<file path="src/rtl/store_buffer_if.sv">
// Store buffer port bundle: MEM-stage store handshake, load forwarding,
// data-memory write port and fence/halt drain request.
interface store_buffer_if #(
    parameter int DEPTH = 4,
    parameter int AW    = 6,
    parameter int DW    = 32
);
    localparam int CW = $clog2(DEPTH) + 1;

    logic          st_valid;
    logic [AW-1:0] st_addr;
    logic [DW-1:0] st_data;
    logic          st_ready;
    logic [AW-1:0] ld_addr;
    logic          ld_hit;
    logic [DW-1:0] ld_data;
    logic          dm_busy;
    logic          dm_str;
    logic          dm_sel;
    logic [AW-1:0] dm_addr;
    logic [DW-1:0] dm_D;
    logic          sync_req;
    logic          sync_done;
    logic [CW-1:0] count;

    modport master (
        output st_valid, st_addr, st_data, ld_addr, dm_busy, sync_req,
        input  st_ready, ld_hit, ld_data, dm_str, dm_sel, dm_addr, dm_D,
        input  sync_done, count
    );

    modport slave (
        input  st_valid, st_addr, st_data, ld_addr, dm_busy, sync_req,
        output st_ready, ld_hit, ld_data, dm_str, dm_sel, dm_addr, dm_D,
        output sync_done, count
    );
endinterface

</file>
<file path="src/rtl/store_buffer.sv">
// Circular store buffer between MEM and data memory, with youngest-match
// load forwarding and a fence/halt drain sequencer.
module store_buffer #(
    parameter int DEPTH = 4,
    parameter int AW    = 6,
    parameter int DW    = 32
) (
    input logic          clk,
    input logic          clr_n,
    store_buffer_if.slave bus
);
    localparam int PW = $clog2(DEPTH);
    localparam int CW = PW + 1;

    typedef enum logic [1:0] {IDLE, DRAIN, DONE} state_t;

    state_t        state;
    logic [PW-1:0] head;
    logic [PW-1:0] tail;
    logic [CW-1:0] cnt;
    logic [AW-1:0] addr_q [DEPTH];
    logic [DW-1:0] data_q [DEPTH];

    logic          full;
    logic          empty;
    logic          ready;
    logic          push;
    logic          pop;
    logic          hit;
    logic [DW-1:0] fwd;
    logic [PW-1:0] idx;

    assign full  = (cnt == CW'(DEPTH));
    assign empty = (cnt == '0);
    assign ready = !full && (state != DRAIN);
    assign push  = bus.st_valid && ready;
    // Uses the pre-edge count, so a store never drains in its push cycle.
    assign pop   = !empty && !bus.dm_busy;

    assign bus.st_ready  = ready;
    assign bus.dm_str    = pop;
    assign bus.dm_sel    = pop;
    assign bus.dm_addr   = addr_q[head];
    assign bus.dm_D      = data_q[head];
    assign bus.ld_hit    = hit;
    assign bus.ld_data   = fwd;
    assign bus.sync_done = (state == DONE);
    assign bus.count     = cnt;

    // Walk oldest to youngest so the last match is the youngest one.
    always_comb begin
        hit = 1'b0;
        fwd = '0;
        idx = '0;
        for (int k = 0; k < DEPTH; k++) begin
            idx = head + PW'(k);
            if (CW'(k) < cnt && addr_q[idx] == bus.ld_addr) begin
                hit = 1'b1;
                fwd = data_q[idx];
            end
        end
    end

    always_ff @(posedge clk) begin
        if (push) begin
            addr_q[tail] <= bus.st_addr;
            data_q[tail] <= bus.st_data;
        end
    end

    always_ff @(posedge clk) begin
        if (!clr_n) begin
            head  <= '0;
            tail  <= '0;
            cnt   <= '0;
            state <= IDLE;
        end else begin
            if (push) tail <= tail + 1'b1;
            if (pop)  head <= head + 1'b1;
            cnt <= cnt + CW'(push) - CW'(pop);
            unique case (state)
                IDLE:    if (bus.sync_req) state <= DRAIN;
                DRAIN:   if (empty || (cnt == CW'(1) && pop)) state <= DONE;
                DONE:    state <= IDLE;
                default: state <= IDLE;
            endcase
        end
    end
endmodule

</file>
<file path="src/flat_wrapper.sv">
// flat-port wrapper written by rule: the top's interface ports become plain ports
module store_buffer_flat 
#(
    parameter int DEPTH = 4,
    parameter int AW    = 6,
    parameter int DW    = 32
)
  (clk, clr_n, bus_st_valid, bus_st_addr, bus_st_data, bus_ld_addr, bus_dm_busy, bus_sync_req, bus_st_ready, bus_ld_hit, bus_ld_data, bus_dm_str, bus_dm_sel, bus_dm_addr, bus_dm_D, bus_sync_done, bus_count);
  store_buffer_if #(.DEPTH(DEPTH), .AW(AW), .DW(DW)) bus_i ();
  input logic clk;
  input logic clr_n;
  input wire logic [$bits(bus_i.st_valid)-1:0] bus_st_valid;
  input wire logic [$bits(bus_i.st_addr)-1:0] bus_st_addr;
  input wire logic [$bits(bus_i.st_data)-1:0] bus_st_data;
  input wire logic [$bits(bus_i.ld_addr)-1:0] bus_ld_addr;
  input wire logic [$bits(bus_i.dm_busy)-1:0] bus_dm_busy;
  input wire logic [$bits(bus_i.sync_req)-1:0] bus_sync_req;
  output wire logic [$bits(bus_i.st_ready)-1:0] bus_st_ready;
  output wire logic [$bits(bus_i.ld_hit)-1:0] bus_ld_hit;
  output wire logic [$bits(bus_i.ld_data)-1:0] bus_ld_data;
  output wire logic [$bits(bus_i.dm_str)-1:0] bus_dm_str;
  output wire logic [$bits(bus_i.dm_sel)-1:0] bus_dm_sel;
  output wire logic [$bits(bus_i.dm_addr)-1:0] bus_dm_addr;
  output wire logic [$bits(bus_i.dm_D)-1:0] bus_dm_D;
  output wire logic [$bits(bus_i.sync_done)-1:0] bus_sync_done;
  output wire logic [$bits(bus_i.count)-1:0] bus_count;
  assign bus_i.st_valid = bus_st_valid;
  assign bus_i.st_addr = bus_st_addr;
  assign bus_i.st_data = bus_st_data;
  assign bus_i.ld_addr = bus_ld_addr;
  assign bus_i.dm_busy = bus_dm_busy;
  assign bus_i.sync_req = bus_sync_req;
  assign bus_st_ready = bus_i.st_ready;
  assign bus_ld_hit = bus_i.ld_hit;
  assign bus_ld_data = bus_i.ld_data;
  assign bus_dm_str = bus_i.dm_str;
  assign bus_dm_sel = bus_i.dm_sel;
  assign bus_dm_addr = bus_i.dm_addr;
  assign bus_dm_D = bus_i.dm_D;
  assign bus_sync_done = bus_i.sync_done;
  assign bus_count = bus_i.count;
  store_buffer #(.DEPTH(DEPTH), .AW(AW), .DW(DW)) u_core (.clk(clk), .clr_n(clr_n), .bus(bus_i));
endmodule
</file>
<file path="config.mk">
export PLATFORM = sky130hd
export DESIGN_NAME = store_buffer_flat
export DESIGN_NICKNAME = d
export VERILOG_FILES = /design/src/rtl/store_buffer_if.sv /design/src/rtl/store_buffer.sv /design/src/flat_wrapper.sv
export SDC_FILE = /design/constraint.sdc
export NUM_CORES = 1
export LEC_CHECK = 0
export ABC_CLOCK_PERIOD_IN_PS = 3100
export BUFFER_PORTS_ARGS = -buffer_cell sky130_fd_sc_hd__buf_2
export CAP_MARGIN = 5
export CORE_MARGIN = 2
export CORE_UTILIZATION = 40
export CTS_CLUSTER_DIAMETER = 120
export DETAILED_ROUTE_END_ITERATION = 8
export PLACE_DENSITY = 0.59
export SETUP_SLACK_MARGIN = 0.2
export SYNTH_ARGS = -nofsm -noshare
export SYNTH_HDL_FRONTEND = slang
export SYNTH_SLANG_ARGS = --single-unit
</file>
<file path="constraint.sdc">
create_clock -name clk -period 3.1 [get_ports clk]
set_input_delay 0.155 -clock clk [delete_from_list [all_inputs] [get_ports clk]]
set_output_delay 0.155 -clock clk [all_outputs]
set_load 0.02 [all_outputs]
</file>
==> flow_metrics.env <==
export IMPL_cts_tree="done"
export IMPL_ys_seq_elements=163
export IMPL_vias=7774
export IMPL_synth_edff_count=152
export IMPL_crit_slowest_cell="or4_4"
export IMPL_pin_count=127
export IMPL_area_growth_syn_to_layout_pct=37.87
export IMPL_drtIter0Drc=664
export IMPL_synthTopCellsByArea="edfxtp_1 46%, mux4_2 20%, mux2i_1 3.6%"
export IMPL_die_w_um=162.4
export IMPL_ys_seq_area_frac=0.4770
export IMPL_vias_per_cell=5.943
export IMPL_synth_ff_type="edfxtp_1"
export IMPL_synth_most_common_cell="edfxtp_1"
export IMPL_maxSlewHeadroom=0.5201
export IMPL_grt_pass1_vias=7570
export IMPL_min_path_type="in2reg"
export IMPL_fin_cells=1308
export IMPL_critPathArrivalTime_ns=3.14
export IMPL_first_pass_iters=5
export IMPL_max_freq_mhz=303.1
export IMPL_synth_top_area_frac=0.4550
export IMPL_port_buffers=126
export IMPL_fin_hold_ws_ns=0.01236
export IMPL_outcome="complete, but fails checks"
export IMPL_drc_errors=0
export IMPL_die_area_mm2=0.02636
export IMPL_postRouteAntennaNets=0
export IMPL_grt_start_max_net_pins=153
export IMPL_ys_top_cells_by_count="152 x edfxtp_1, 90 x mux4_2, 90 x nor2_1"
export IMPL_rows=57
export IMPL_min_period_over_period=1.064
export IMPL_avgSynthCellArea_um2=13.29
export IMPL_root_buffer="clkbuf_16"
export IMPL_setup_slack_ns=-0.1988
export IMPL_rsz0062_at_grt="true"
export IMPL_power_leakage_nw=4.757
export IMPL_clk_path_buf_depth=2
export IMPL_synth_nets=813
export IMPL_layout_nets=1029
export IMPL_critPathMaxFanout=8
export IMPL_cp_top_family="simple AND/OR/NAND/NOR gates"
export IMPL_fin_skew_ns=0.01047
export IMPL_start_util=0.4101
export IMPL_wl_um=30210
export IMPL_final_hold_viol_count=0
export IMPL_htree_num_levels=4
export IMPL_maxSlewViolCount=0
export IMPL_crit_required_ns=2.94
export IMPL_syn_cell_area_mm2=0.01003
export IMPL_fin_setup_tns_ns=-4.016
export IMPL_wire_per_inst_um=23.09
export IMPL_cpPeakStageDelay_ns=0.57
export IMPL_power_total_mw=9.461
export IMPL_clkTransAtPathRegs_ns=0.07
export IMPL_crit_path_frequent_cell="buf_12"
export IMPL_ir_drop_v=0.0003489
export IMPL_tightest_slew_ns=0.7198
export IMPL_worst_path_buf_inv=5
export IMPL_netlist_instances=755
export IMPL_clkLatencyLatePin_ns=0.43
export IMPL_reg2reg_slack_ns=0.81
export IMPL_hpwl_um=17360
export IMPL_cts_made_buffers=17
export IMPL_max_cap_violations=0
export IMPL_path_cells="buf_12 > mux4_2 > xnor2_2 > nand2_2 > or4_4 > buf_6 > buf_16 > buf_12 > nor3_4 > a211oi_2 > buf_4"
export IMPL_floorplan_core_area_mm2=0.02446
export IMPL_async_reset_ff_frac=0
export IMPL_die_h_um=162.4
export IMPL_synth_top_area_cell="edfxtp_1"
export IMPL_finalSetupViolCount=33
export IMPL_path_class="reg2out"
export IMPL_place_gp_congestion=0.7898
export IMPL_grt_util_all_layers=0.2245
export IMPL_yosys_warnings=0
export IMPL_drive_above_1_share=0.4868
export IMPL_diodes=0
export IMPL_grt_overflow=0
export IMPL_start_kind="flip-flop"
export IMPL_period_needed_ns=3.299
export IMPL_pwr_density_cell_mw_per_mm2=684.1
export IMPL_failed_checks="negative setup slack"
export IMPL_pre_cts_ws_ns=-0.02197
export IMPL_antenna_found_initial=0
export IMPL_endpoint_kind="primary output"
export IMPL_synthDistinctLibCells=41
export IMPL_grt_pass1_wl_um=44310
export IMPL_dp_cells=1179
export IMPL_cts_sinks=163
where the power goes:
part | switching [mW] | internal (mW) | total [mW]
Sequential | 0.183 | 2.69 | 2.87
Clock | 0.939 | 1.13 | 2.07
Combinational | 2.46 | 2.06 | 4.52
worst min-delay path, delay by kind of cell:
family	cells	cell delay (ns)
buf+inv	1	0.15
simple gates	1	0.07
compound gates	1	0.03
flip-flops by register name (all words and copies together) (netlist names), named ones only:
| name | flops |
|---|---|
| u_core.data_q | 128 |
| u_core.addr_q | 24 |
| u_core.bus.count | 3 |
| u_core.head | 2 |
| u_core.state | 2 |
| u_core.tail | 2 |
through the flow:
step,util,area (um2)
final,0.5653,13830
after detailed placement,0.4579,11200
after global routing,0.5653,13830
after floorplan,-,10030
after global placement,0.4579,11200
after CTS,0.5414,13240
metal layers:
| metal | vias to the layer above | track usage | routed length, um |
|---|---|---|---|
| met1 | 3948 | 0.3064 | 12310 |
| met2 | 345 | 0.3669 | 15050 |
| met4 | 0 | 0.06235 | 461 |
| met5 | - | 0 | 0 |
| met3 | 38 | 0.04736 | 2385 |
| li1 | 3443 | - | - |
area by class of cell:
class / count / area, um2
inverter: 9 / 33.78
clock inverter: 14 / 142.6
clock buffer: 18 / 429.2
sequential: 163 / 4797
tap: 324 / 405.4
fill: 1956 / 10630
timing repair buffer: 264 / 2439
multi-input combinational: 516 / 5583
logic make-up after synthesis:
group / after synthesis / share of synthesized area
compound gates: 132 / 0.07883
xor+xnor: 28 / 0.02445
fa+ha+maj: 9 / 0.01198
buf+inv: 78 / 0.03617
flops: 163 / 0.4770
mux: 156 / 0.2717
simple gates: 189 / 0.09991
placed cells by master, fill, tap and decap left out, drive strengths merged, types with 2 or more instances in the layout:
cell type / n
a211oi: 29
xnor2: 20
clkinv: 6
edfxtp: 152
nor2b: 4
nor2: 91
nor4: 2
or2: 2
dfxtp: 11
clkbuf: 24
o22ai: 2
nand2: 11
inv: 16
nor3: 62
ha: 8
dlygate4sd3: 39
o21ai: 6
a21oi: 60
nor3b: 2
mux4: 90
a31oi: 30
buf: 219
mux2: 30
and3: 4
xor2: 8
a311oi: 3
and2: 9
mux2i: 36
worst paths after layout:
| check | startpoint | endpoint | depth (start not counted) |
|---|---|---|---|
| hold / removal | clr_n | u_core.state[1] | 3 |
| hold reg to reg | u_core.tail[1] | u_core.tail[1] | 2 |
| setup / recovery | u_core.head[0] | bus_ld_data[20] | 11 |
| setup reg to reg | u_core.bus.count[0] | u_core.data_q[0][13] | 4 |
repair_timing:
item	CTS	global route
endpoints found under the setup margin	33	33
buffers inserted	35	9
resized for setup	122	68
pin swaps	50	37
cloned	8	6
hold buffers	39	0
endpoints found under the hold margin	153	0
Power figures use the tool's default switching activity.
